--- config.mk ---
export PLATFORM = sky130hd
export DESIGN_NAME = sw_run_sequencer
export DESIGN_NICKNAME = d
export VERILOG_FILES = /design/src/rtl/sw_ctrl_pkg.sv /design/src/rtl/sw_sat_counter.sv /design/src/rtl/sw_run_sequencer.sv
export SDC_FILE = /design/constraint.sdc
export NUM_CORES = 1
export LEC_CHECK = 0
export CORE_UTILIZATION = 51
export DETAILED_ROUTE_END_ITERATION = 8
export HOLD_SLACK_MARGIN = 0.03
export PLACE_DENSITY = 0.76
export SLEW_MARGIN = 5
export SYNTH_ARGS = -nofsm -noshare
export SYNTH_HDL_FRONTEND = slang
export SYNTH_HIERARCHICAL = 1
export SYNTH_SLANG_ARGS = --single-unit
--- constraint.sdc ---
create_clock -name CLOCK -period 2.95 [get_ports CLOCK]
set_clock_uncertainty 0.05 [all_clocks]
set_input_delay 0.59 -clock CLOCK [delete_from_list [all_inputs] [get_ports CLOCK]]
set_output_delay 0.59 -clock CLOCK [all_outputs]
set_load 0.03 [all_outputs]
--- src/rtl/sw_ctrl_pkg.sv ---
// Shared types for the Smith-Waterman run sequencer: FSM states, scoring parameters
// and small state-classification helpers.
package sw_ctrl_pkg;

  localparam int unsigned SW_RES_W = 18;

  typedef enum logic [2:0] {
    StIdle,
    StSet,
    StGap,
    StStart,
    StWaitBusy,
    StWaitValid,
    StRecord,
    StDone
  } sw_state_e;

  typedef struct packed {
    logic [3:0] match;
    logic [3:0] mismatch;
    logic [3:0] alpha;
    logic [3:0] beta;
  } sw_params_t;

  // States in which a run is in flight and its compute cycles are accumulated.
  function automatic logic is_run_state(sw_state_e s);
    return (s == StStart) || (s == StWaitBusy) || (s == StWaitValid);
  endfunction

  function automatic logic is_wait_state(sw_state_e s);
    return (s == StWaitBusy) || (s == StWaitValid);
  endfunction

endpackage

--- src/rtl/sw_sat_counter.sv ---
// Up-counter with synchronous clear that sticks at all-ones instead of wrapping.
module sw_sat_counter #(
  parameter int unsigned WIDTH = 32
) (
  input  logic             CLOCK,
  input  logic             RST_N,
  input  logic             i_clear,
  input  logic             i_inc,
  output logic [WIDTH-1:0] o_count
);

  logic [WIDTH-1:0] r_count;

  always_ff @(posedge CLOCK or negedge RST_N) begin
    if (!RST_N) begin
      r_count <= '0;
    end else if (i_clear) begin
      r_count <= '0;
    end else if (i_inc && (r_count != '1)) begin
      r_count <= r_count + WIDTH'(1);
    end
  end

  assign o_count = r_count;

endmodule

--- src/rtl/sw_run_sequencer.sv ---
// Drives the Smith-Waterman wrapper through a batch of runs and collects last/best score,
// accumulated compute cycles and a per-run timeout indication.
module sw_run_sequencer
  import sw_ctrl_pkg::*;
#(
  parameter int unsigned RES_W   = SW_RES_W,
  parameter int unsigned CYC_W   = 32,
  parameter int unsigned CNT_W   = 8,
  parameter int unsigned SET_GAP = 4,
  parameter int unsigned TIMEOUT = 50000000
) (
  input  logic             CLOCK,
  input  logic             RST_N,
  input  logic             i_go,
  input  logic             i_abort,
  input  logic [CNT_W-1:0] i_batch_len,
  input  logic [3:0]       i_match,
  input  logic [3:0]       i_mismatch,
  input  logic [3:0]       i_alpha,
  input  logic [3:0]       i_beta,
  output logic             o_set_t,
  output logic             o_start_cal,
  output logic [3:0]       o_match,
  output logic [3:0]       o_mismatch,
  output logic [3:0]       o_alpha,
  output logic [3:0]       o_beta,
  input  logic             i_busy,
  input  logic             i_valid,
  input  logic [RES_W-1:0] i_result,
  output logic [RES_W-1:0] o_last_score,
  output logic [RES_W-1:0] o_best_score,
  output logic [CNT_W-1:0] o_runs_done,
  output logic [CYC_W-1:0] o_cycles,
  output logic             o_active,
  output logic             o_done,
  output logic             o_timeout
);

  localparam int unsigned TO_W  = $clog2(TIMEOUT + 1);
  localparam int unsigned GAP_W = (SET_GAP > 1) ? $clog2(SET_GAP) : 1;

  sw_state_e        r_state;
  sw_state_e        w_state_next;
  sw_params_t       r_params;
  logic [CNT_W-1:0] r_batch_n;
  logic [CNT_W-1:0] r_runs;
  logic [RES_W-1:0] r_result;
  logic [RES_W-1:0] r_last;
  logic [RES_W-1:0] r_best;
  logic [GAP_W-1:0] r_gap_cnt;
  logic             r_timeout;

  logic [TO_W-1:0]  w_to_count;
  logic [CNT_W:0]   w_runs_inc;
  logic             w_go_accept;
  logic             w_capture;
  logic             w_to_hit;
  logic             w_to_limit;
  logic             w_in_wait;
  logic             w_cyc_inc;
  logic             w_commit;

  assign w_in_wait  = is_wait_state(r_state);
  assign w_cyc_inc  = is_run_state(r_state);
  assign w_to_limit = (w_to_count >= TO_W'(TIMEOUT - 1));
  assign w_runs_inc = {1'b0, r_runs} + (CNT_W + 1)'(1);
  assign w_commit   = (r_state == StRecord) && !i_abort;

  always_ff @(posedge CLOCK or negedge RST_N) begin
    if (!RST_N) begin
      r_state <= StIdle;
    end else begin
      r_state <= w_state_next;
    end
  end

  always_comb begin
    w_state_next = r_state;
    w_go_accept  = 1'b0;
    w_capture    = 1'b0;
    w_to_hit     = 1'b0;
    unique case (r_state)
      StIdle: begin
        if (i_go && !i_abort) begin
          w_go_accept  = 1'b1;
          w_state_next = StSet;
        end
      end
      StSet:   w_state_next = (SET_GAP == 0) ? StStart : StGap;
      StGap: begin
        if (r_gap_cnt == GAP_W'(SET_GAP - 1)) begin
          w_state_next = StStart;
        end
      end
      StStart: w_state_next = StWaitBusy;
      // A fast wrapper may answer before ever raising busy; valid beats the timeout.
      StWaitBusy: begin
        if (i_valid) begin
          w_capture    = 1'b1;
          w_state_next = StRecord;
        end else if (w_to_limit) begin
          w_to_hit     = 1'b1;
          w_state_next = StIdle;
        end else if (i_busy) begin
          w_state_next = StWaitValid;
        end
      end
      StWaitValid: begin
        if (i_valid) begin
          w_capture    = 1'b1;
          w_state_next = StRecord;
        end else if (w_to_limit) begin
          w_to_hit     = 1'b1;
          w_state_next = StIdle;
        end
      end
      StRecord: w_state_next = (w_runs_inc < {1'b0, r_batch_n}) ? StStart : StDone;
      StDone:   w_state_next = StIdle;
      default:  w_state_next = StIdle;
    endcase
    if (i_abort && (r_state != StIdle)) begin
      w_state_next = StIdle;
      w_capture    = 1'b0;
      w_to_hit     = 1'b0;
    end
  end

  always_ff @(posedge CLOCK or negedge RST_N) begin
    if (!RST_N) begin
      r_params  <= '0;
      r_batch_n <= '0;
      r_runs    <= '0;
      r_result  <= '0;
      r_last    <= '0;
      r_best    <= '0;
      r_gap_cnt <= '0;
      r_timeout <= 1'b0;
    end else begin
      if (w_go_accept) begin
        r_params.match    <= i_match;
        r_params.mismatch <= i_mismatch;
        r_params.alpha    <= i_alpha;
        r_params.beta     <= i_beta;
        r_batch_n         <= (i_batch_len == '0) ? CNT_W'(1) : i_batch_len;
        r_runs            <= '0;
        r_last            <= '0;
        r_best            <= '0;
        r_timeout         <= 1'b0;
      end
      if (w_capture) begin
        r_result <= i_result;
      end
      if (w_commit) begin
        r_last <= r_result;
        r_runs <= w_runs_inc[CNT_W-1:0];
        if (r_result > r_best) begin
          r_best <= r_result;
        end
      end
      if (w_to_hit) begin
        r_timeout <= 1'b1;
      end
      r_gap_cnt <= (r_state == StGap) ? r_gap_cnt + GAP_W'(1) : '0;
    end
  end

  sw_sat_counter #(
    .WIDTH(CYC_W)
  ) u_cycle_acc (
    .CLOCK  (CLOCK),
    .RST_N  (RST_N),
    .i_clear(w_go_accept),
    .i_inc  (w_cyc_inc),
    .o_count(o_cycles)
  );

  // Restarts at zero on entry to every run's wait phase.
  sw_sat_counter #(
    .WIDTH(TO_W)
  ) u_timeout_cnt (
    .CLOCK  (CLOCK),
    .RST_N  (RST_N),
    .i_clear(!w_in_wait),
    .i_inc  (w_in_wait),
    .o_count(w_to_count)
  );

  assign o_set_t      = (r_state == StSet);
  assign o_start_cal  = (r_state == StStart);
  assign o_done       = (r_state == StDone);
  assign o_active     = (r_state != StIdle) && (r_state != StDone);
  assign o_match      = r_params.match;
  assign o_mismatch   = r_params.mismatch;
  assign o_alpha      = r_params.alpha;
  assign o_beta       = r_params.beta;
  assign o_last_score = r_last;
  assign o_best_score = r_best;
  assign o_runs_done  = r_runs;
  assign o_timeout    = r_timeout;

endmodule

==> results of run 1 <==
[state kept, by name, summed over array words and instances, names as in the netlist]
register and flops:
o_alpha 4, o_timeout 1, r_batch_n 8, o_last_score 18, r_gap_cnt 2, o_match 4
u_timeout_cnt/o_count 26, o_best_score 18, o_mismatch 4, o_beta 4, u_cycle_acc/o_count 32, o_runs_done 8
r_result 18, r_state 3
[worst paths after layout]
kind                       depth (start not counted)  slack, ns                             endpoint                    from
max in group asynchronous                          2       2.13             r_result[12]$_DFFE_PN0P_                   RST_N
max                                                4       0.22                             o_active  r_state[0]$_DFFE_PN0P_
min reg2reg                                        1       0.39               r_gap_cnt[0]$_DFF_PN0_  r_gap_cnt[0]$_DFF_PN0_
min in group CLOCK                                 1       0.39               r_gap_cnt[0]$_DFF_PN0_  r_gap_cnt[0]$_DFF_PN0_
min                                                1       0.05            o_mismatch[2]$_DFFE_PN0P_                   RST_N
max reg2reg                                        7       0.37  u_cycle_acc/o_count[31]$_DFFE_PN0P_  r_state[1]$_DFFE_PN0P_
[cells by family (layout without fill, tap and decap cells)]
group,after synthesis,count (layout),synth area share [%]
AOI/OAI and AO/OA,136,136,11.97
xor gates and xnor gates,34,34,3.835
adders and majority gates,29,29,4.673
buffers and inverters,71,236,3.932
DFF,150,150,48.34
muxes,62,62,8.959
and+or+nand+nor,269,269,18.29
[cells in the mapped netlist (19+ instances only)]
master	n
dfrtp_1	150
nor2_1	77
mux2_2	49
nand2_1	44
inv_1	41
o21ai_0	32
a21oi_1	31
nand3_1	31
ha_1	29
xnor2_1	26
a22o_1	22
nand4_1	19
[cell type report]
class / instances / share of cell area, %
flip-flops and latches: 150 / 37.24
multi-input cells: 530 / 36.85
repair buffers: 163 / 16.10
clock buffers: 23 / 4.742
well taps: 184 / 2.284
inverters: 42 / 1.564
clock inverters: 8 / 1.217
[metal layers]
layer / part of all wire, % / wire length (µm) / up-vias
met1: 44 / 8413 / 3190
li1: - / - / 3005
met2: 49 / 9349 / 162
met5: 0 / 0 / -
met4: 1.8 / 337 / 0
met3: 4.5 / 856 / 27
[cell usage in the layout, fill, tap and decap left out, types with 17 or more instances in the layout]
cell type,netlist,routed
nor2_1,77,76
inv_1,41,41
clkdlybuf4s50_1,0,143
nand2_1,44,44
a211oi_1,18,18
xnor2_1,26,26
ha_1,29,29
nand4_1,19,19
dfrtp_1,150,150
nand3_1,31,31
clkbuf_16,0,17
a22o_1,22,22
o21ai_0,32,32
mux2_2,49,49
a21oi_1,31,31
[power by group through the flow]
stage | logic [W] | clock network (W) | registers, W
detailed placement | 0.00117 | 0 | 0.00248
finish | 0.00119 | 0.00219 | 0.00245
floorplan | 0.000553 | 0 | 0.00260
CTS | 0.00120 | 0.00223 | 0.00245
global placement | 0.00114 | 0 | 0.00246
global route | 0.00131 | 0.00233 | 0.00248
[through the flow]
stage / cells / hold slack [ns] / area, µm² / utilization, % / worst slack [ns]
global route: 1100 / 0.07955 / 10080 / 68.56 / 0.1260
detailed placement: 1069 / 0.3874 / 9478 / 64.48 / 0.1371
finish: 1100 / 0.04836 / 10080 / 68.56 / 0.2157
floorplan: 751 / 0.2444 / 7765 / - / 0.2204
global placement: 1069 / 0.3791 / 9478 / 64.48 / 0.2309
CTS: 1100 / 0.06417 / 10080 / 68.56 / 0.2197
==> impl_results.md, run 1 <==
* Setup TNS Final at 0 ns
* Number of global-route vias before repair at 6,533
* Logic pwr share at 20.4%
* Count of pins over their slew limit at 0
* Failing checks: design-rule violations
* M3 GR Usage at 5.734%
* RSZ-0062 raised after global routing: false
* Met2 usage at 42.49%
* Tcrit/Tclk final at 92.69%
* Slew headroom at 20.62%
* Nets@finish at 981
* Fillers at 1,086
* Share of layout cells above drive strength 1 at 12.77%
* DIE HEIGHT at 125.4 µm
* Crit. End Element: output pin
* Die area at 15,720 µm²
* Syn avg cell area at 10.34 µm²
* Area growth syn-to-layout at 29.79%
* GRT busiest layer: met2
* Wirelength per Cell at 17.23 µm
* PD cells at 578.2 nW/µm²
* Largest stage delay, worst path at 0.71 ns
* Post-route ant nets at 0
* First-pass GRT wire length at 32,440 µm
* Number of flops mapped to enable cells by yosys at 0
* TritonCTS clock tree: yes
* Largest cells by area after synthesis: dfrtp_1, mux2_2, ha_1
* Hold buffers post-CTS at 0
* Run status: finished with violations
* Pwr Total at 0.005827 W
* Largest area contributor in the netlist: dfrtp_1
* Worst Max-Slew Pin Slew at 1.189 ns
* Yosys cell types at 62
* Seq pwr share at 42.1%
* Setup repair bufs after CTS at 0
* # setup viols final at 0
* Fmax at 365.7 MHz
* Starting Density at 52.83%
* Clk pwr share at 37.6%
* Worst Hold Class: in -> async
* Post-synth ARST share at 100.0%
* Initial antenna violation count at 0
* Initial DRC count at 486
* Crit path max fanout at 14
* Prevailing post-synth register cell: dfrtp_1
* Max Buffers Root-to-Sink at 2
* Clk sinks at 150
* Vias per inst at 5.804
* CP bufs+invs at 2
* Synth Warn # at 6
* Met1 Use GR at 33.92%
* Num rows at 44
* GP Congestion at 0.8554
* # diodes at 0
* CTS Buf Count at 17
* Slowest stage cell on the critical path: clkdlybuf4s50_1
* Top Family by Delay on Critical Path: buffers and inverters
* Share of the synthesized area in the top cell type at 48.34%
* Register area at 3754 µm²
* Remaining DRCs at 14
* Largest net degree at the start of global routing at 56
* Gate Count Post-Synth at 751
* Root buf cell: clkbuf_16
* Final Hold Viols at 0
* Post-detail-place hpwl at 13,300 µm
* H-Tree Depth at 4
* # port buffers at 144
* Syn_nets at 828
* Leakage at 4.261 nW
* VDD IR-drop max at 0.0004511 V
* All-Layer GR Usage at 25.83%
* Io pins at 145
* Overflow after GRT at 0
* Critical path data required time at 2.31 ns
* Startpoint type of the worst setup path: register
* Multi-input combinational cell area at 3714 µm²
* TritonRoute pass-1 iters at 7
* Die Wd at 125.4 µm
* Resized Gates After CTS at 0
* NetSw at 0.001626 W
* Via count at 6,384
* Power Internal at 0.004201 W
* Seq cells post-synth at 150
* Tmin final at 2.734 ns
* Cell Area, Synth at 7765 µm²
* Wirelength, routed at 18,960 µm
* Net Sw Frac at 27.91%
* Clock Latency Late Sink at 0.42 ns
* Sequential area share after synthesis at 48.34%
* CORE AREA at 14,700 µm²
* CP arrival at 2.09 ns
* Clk pin slew, worst setup/hold paths at 0.06 ns
* Maxcap violations at 0
* CP cell instances: buf_4 > and3_1 > nor2_1 > clkdlybuf4s50_1
* Crit path kind: reg -> out
Note: power is estimated with default switching activity, not from simulation.
==> run 2, diff against run 1 <==
Settings changed: CORE_UTILIZATION 51 to 48, PLACE_DENSITY 0.76 to 0.75.
Clock period 2.95 ns to 2.4 ns, I/O delays scaled along.
==> impl_results.md, run 2 (same netlist as run 1, synthesis figures left out) <==
* VDD IR-drop max at 0.0005626 V (+25%)
* First-pass GRT wire length at 31,500 µm (-2.9%)
* Root buf cell: clkbuf_16
* CP Launch Point: r_state[1]$_DFFE_PN0P_
* Die area at 16,690 µm² (+6.2%)
* Max Buffers Root-to-Sink at 2 (unchanged)
* WHS Endpoint: r_gap_cnt[0]$_DFF_PN0_
* # setup viols final at 0 (unchanged)
* Maxcap violations at 0 (unchanged)
* Critical path data required time at 1.87 ns (-0.44 ns)
* Wirelength, routed at 18,910 µm (-0.26%)
* Fin area at 10,320 µm² (+2.4%)
* # port buffers at 144 (unchanged)
* Post-place setup slack at -0.2569 ns (-0.3940 ns)
* R2R Setup Slk at 0.13 ns (-0.24 ns)
* # diodes at 0 (unchanged)
* TritonCTS clock tree: yes
* Starting Density at 49.06% (-3.8 points)
* Post-route ant nets at 0 (unchanged)
* Tmin final at 2.327 ns
* Crit path kind: reg -> out
* Startpoint type of the worst setup path: register
* Hold Path Stages at 1
* Count of pins over their slew limit at 0 (unchanged)
* Hold Path Origin: r_gap_cnt[0]$_DFF_PN0_
* Worst Max-Slew Pin Slew at 0.6521 ns (-0.5373 ns)
* Setup repair bufs after CTS at 0 (unchanged)
* Overflow after GRT at 0 (unchanged)
* Crit. End Element: output pin
* Largest net degree at the start of global routing at 65 (+16%)
* Vias per inst at 5.526 (-4.8%)
* WHS at 0.3863 ns (+0.3379 ns)
* Io pins at 145 (unchanged)
* PD cells at 712.6 nW/µm² (+23%)
* Leakage at 4.371 nW (+2.6%)
* Slew headroom at 56.42% (+36 points)
* Worst Hold Class: reg -> reg
* Fin worst setup slack at 0.07322 ns (-0.1425 ns)
* Failing checks: design-rule violations
* Largest register FFs at 32 (unchanged)
* Cell count of the worst reg-to-reg path at 7 (unchanged)
* Commonest non-fill, non-tap cell in the layout: dfrtp_1
* Clk sinks at 150 (unchanged)
* Crit path max fanout at 6 (-8)
* Initial antenna violation count at 0 (unchanged)
* Fin util at 65.21% (-3.4 points)
* DIE HEIGHT at 129.2 µm (+3.0%)
* Placement Cell Area at 9647 µm² (+1.8%)
* GP Congestion at 0.8446 (-1.3%)
* Num rows at 46 (+4.5%)
* Clock Latency Late Sink at 0.42 ns (about the same)
* TritonRoute pass-1 iters at 7 (unchanged)
* All-Layer GR Usage at 24.18% (-1.7 points)
* Die Wd at 129.2 µm (+3.0%)
* Run status: finished with violations
* Final Hold Viols at 0 (unchanged)
* RR Startpoint: r_state[2]$_DFFE_PN0P_
* Number of global-route vias before repair at 6,397 (-2.1%)
* Share of layout cells above drive strength 1 at 14.93% (+2.2 points)
* CTS Buf Count at 17 (unchanged)
* Crit Reg-Reg Endpoint: o_best_score[12]$_DFF_PN0_
* Nets@finish at 995 (+1.4%)
* Remaining DRCs at 1 (-13)
* Clk pin slew, worst setup/hold paths at 0.06 ns (about the same)
* Via count at 6,338 (-0.72%)
* CORE AREA at 15,830 µm² (+7.7%)
* Post-detail-place hpwl at 13,090 µm (-1.5%)
* Fmax at 429.8 MHz
* Area growth syn-to-layout at 32.92%
* H-Tree Depth at 4 (unchanged)
* Most frequent cells in the layout: dfrtp_1, clkdlybuf4s50_1, nor2_1, mux2_2, nand2_1
* Initial DRC count at 444 (-8.6%)
* CP arrival at 1.80 ns (-0.29 ns)
* Wirelength per Cell at 16.48 µm (-4.4%)
* Tcrit/Tclk final at 96.95%
[run 2: cell count changes in the layout (fill, tap and decap cells not counted), sizes merged]
cell | before | now
clkinv | 2 | 3
clkdlybuf4s50 | 143 | 140
dlygate4sd2 | 0 | 3
inv | 42 | 43
clkinvlp | 3 | 0
dlygate4sd3 | 0 | 1
buf | 20 | 33
bufinv | 3 | 5
[run 2: worst max path at each step]
stage,to,slack [ns],cells past startpoint
2_1_floorplan,o_best_score[12]$_DFF_PN0_,0.01,8
3_3_place_gp,o_runs_done[5]$_DFFE_PN0P_,-0.22,7
3_5_place_dp,o_runs_done[5]$_DFFE_PN0P_,-0.26,7
4_1_cts,o_done,0.02,2
5_1_grt,r_state[2]$_DFFE_PN0P_,-0.003,9
6_report,o_done,0.07,2
[run 2: repair_timing]
item,in CTS,in global routing
setup endpoints to repair,20,26
hold buffers,1,0
cloned,0,0
endpoints found under the hold margin,47,0
pin swaps,0,1
gates resized for setup,5,6
[run 2: metrics by stage]
| stage | TNS [ns] | power [W] | instances |
|---|---|---|---|
| 2_1_floorplan | 0 | 0.003877 | 751 |
| 3_5_place_dp | -8.287 | 0.004477 | 1114 |
| 5_1_grt | -0.003238 | 0.007694 | 1147 |
| 3_3_place_gp | -5.586 | 0.004443 | 1114 |
| 6_report | 0 | 0.007355 | 1147 |
| 4_1_cts | 0 | 0.007418 | 1147 |
[run 2: routing by layer]
| metal | wire length (µm) | part of all wire, % | vias up | GRT usage, % |
|---|---|---|---|---|
| met2 | 9130 | 48 | 158 | 40.13 |
| li1 | - | - | 3051 | - |
| met4 | 341 | 1.8 | 0 | 8.581 |
| met1 | 8514 | 45 | 3106 | 31.02 |
| met3 | 920 | 4.9 | 23 | 5.574 |
| met5 | 0 | 0 | - | 0 |
[run 2: where the power goes]
part	switching (W)	internal, W
Combinational	0.000787	0.000665
Sequential	0.000219	0.00279
Clock	0.00102	0.00187
Total	0.00202	0.00533
[run 2: cell type report]
cell class / count / area [µm²]
clock buffer: 23 / 457.9
clock inverter: 9 / 173.9
fill: 1268 / 5507
inverter: 42 / 157.7
multi-input combinational: 530 / 3750
sequential: 150 / 3760
tap: 216 / 270.3
timing repair buffer: 177 / 1752
[run 2: critical path: stages (launching register included)]
cell and delay [ns]:
dfrtp_1 0.44, and3_1 0.25, clkdlybuf4s50_1 0.69
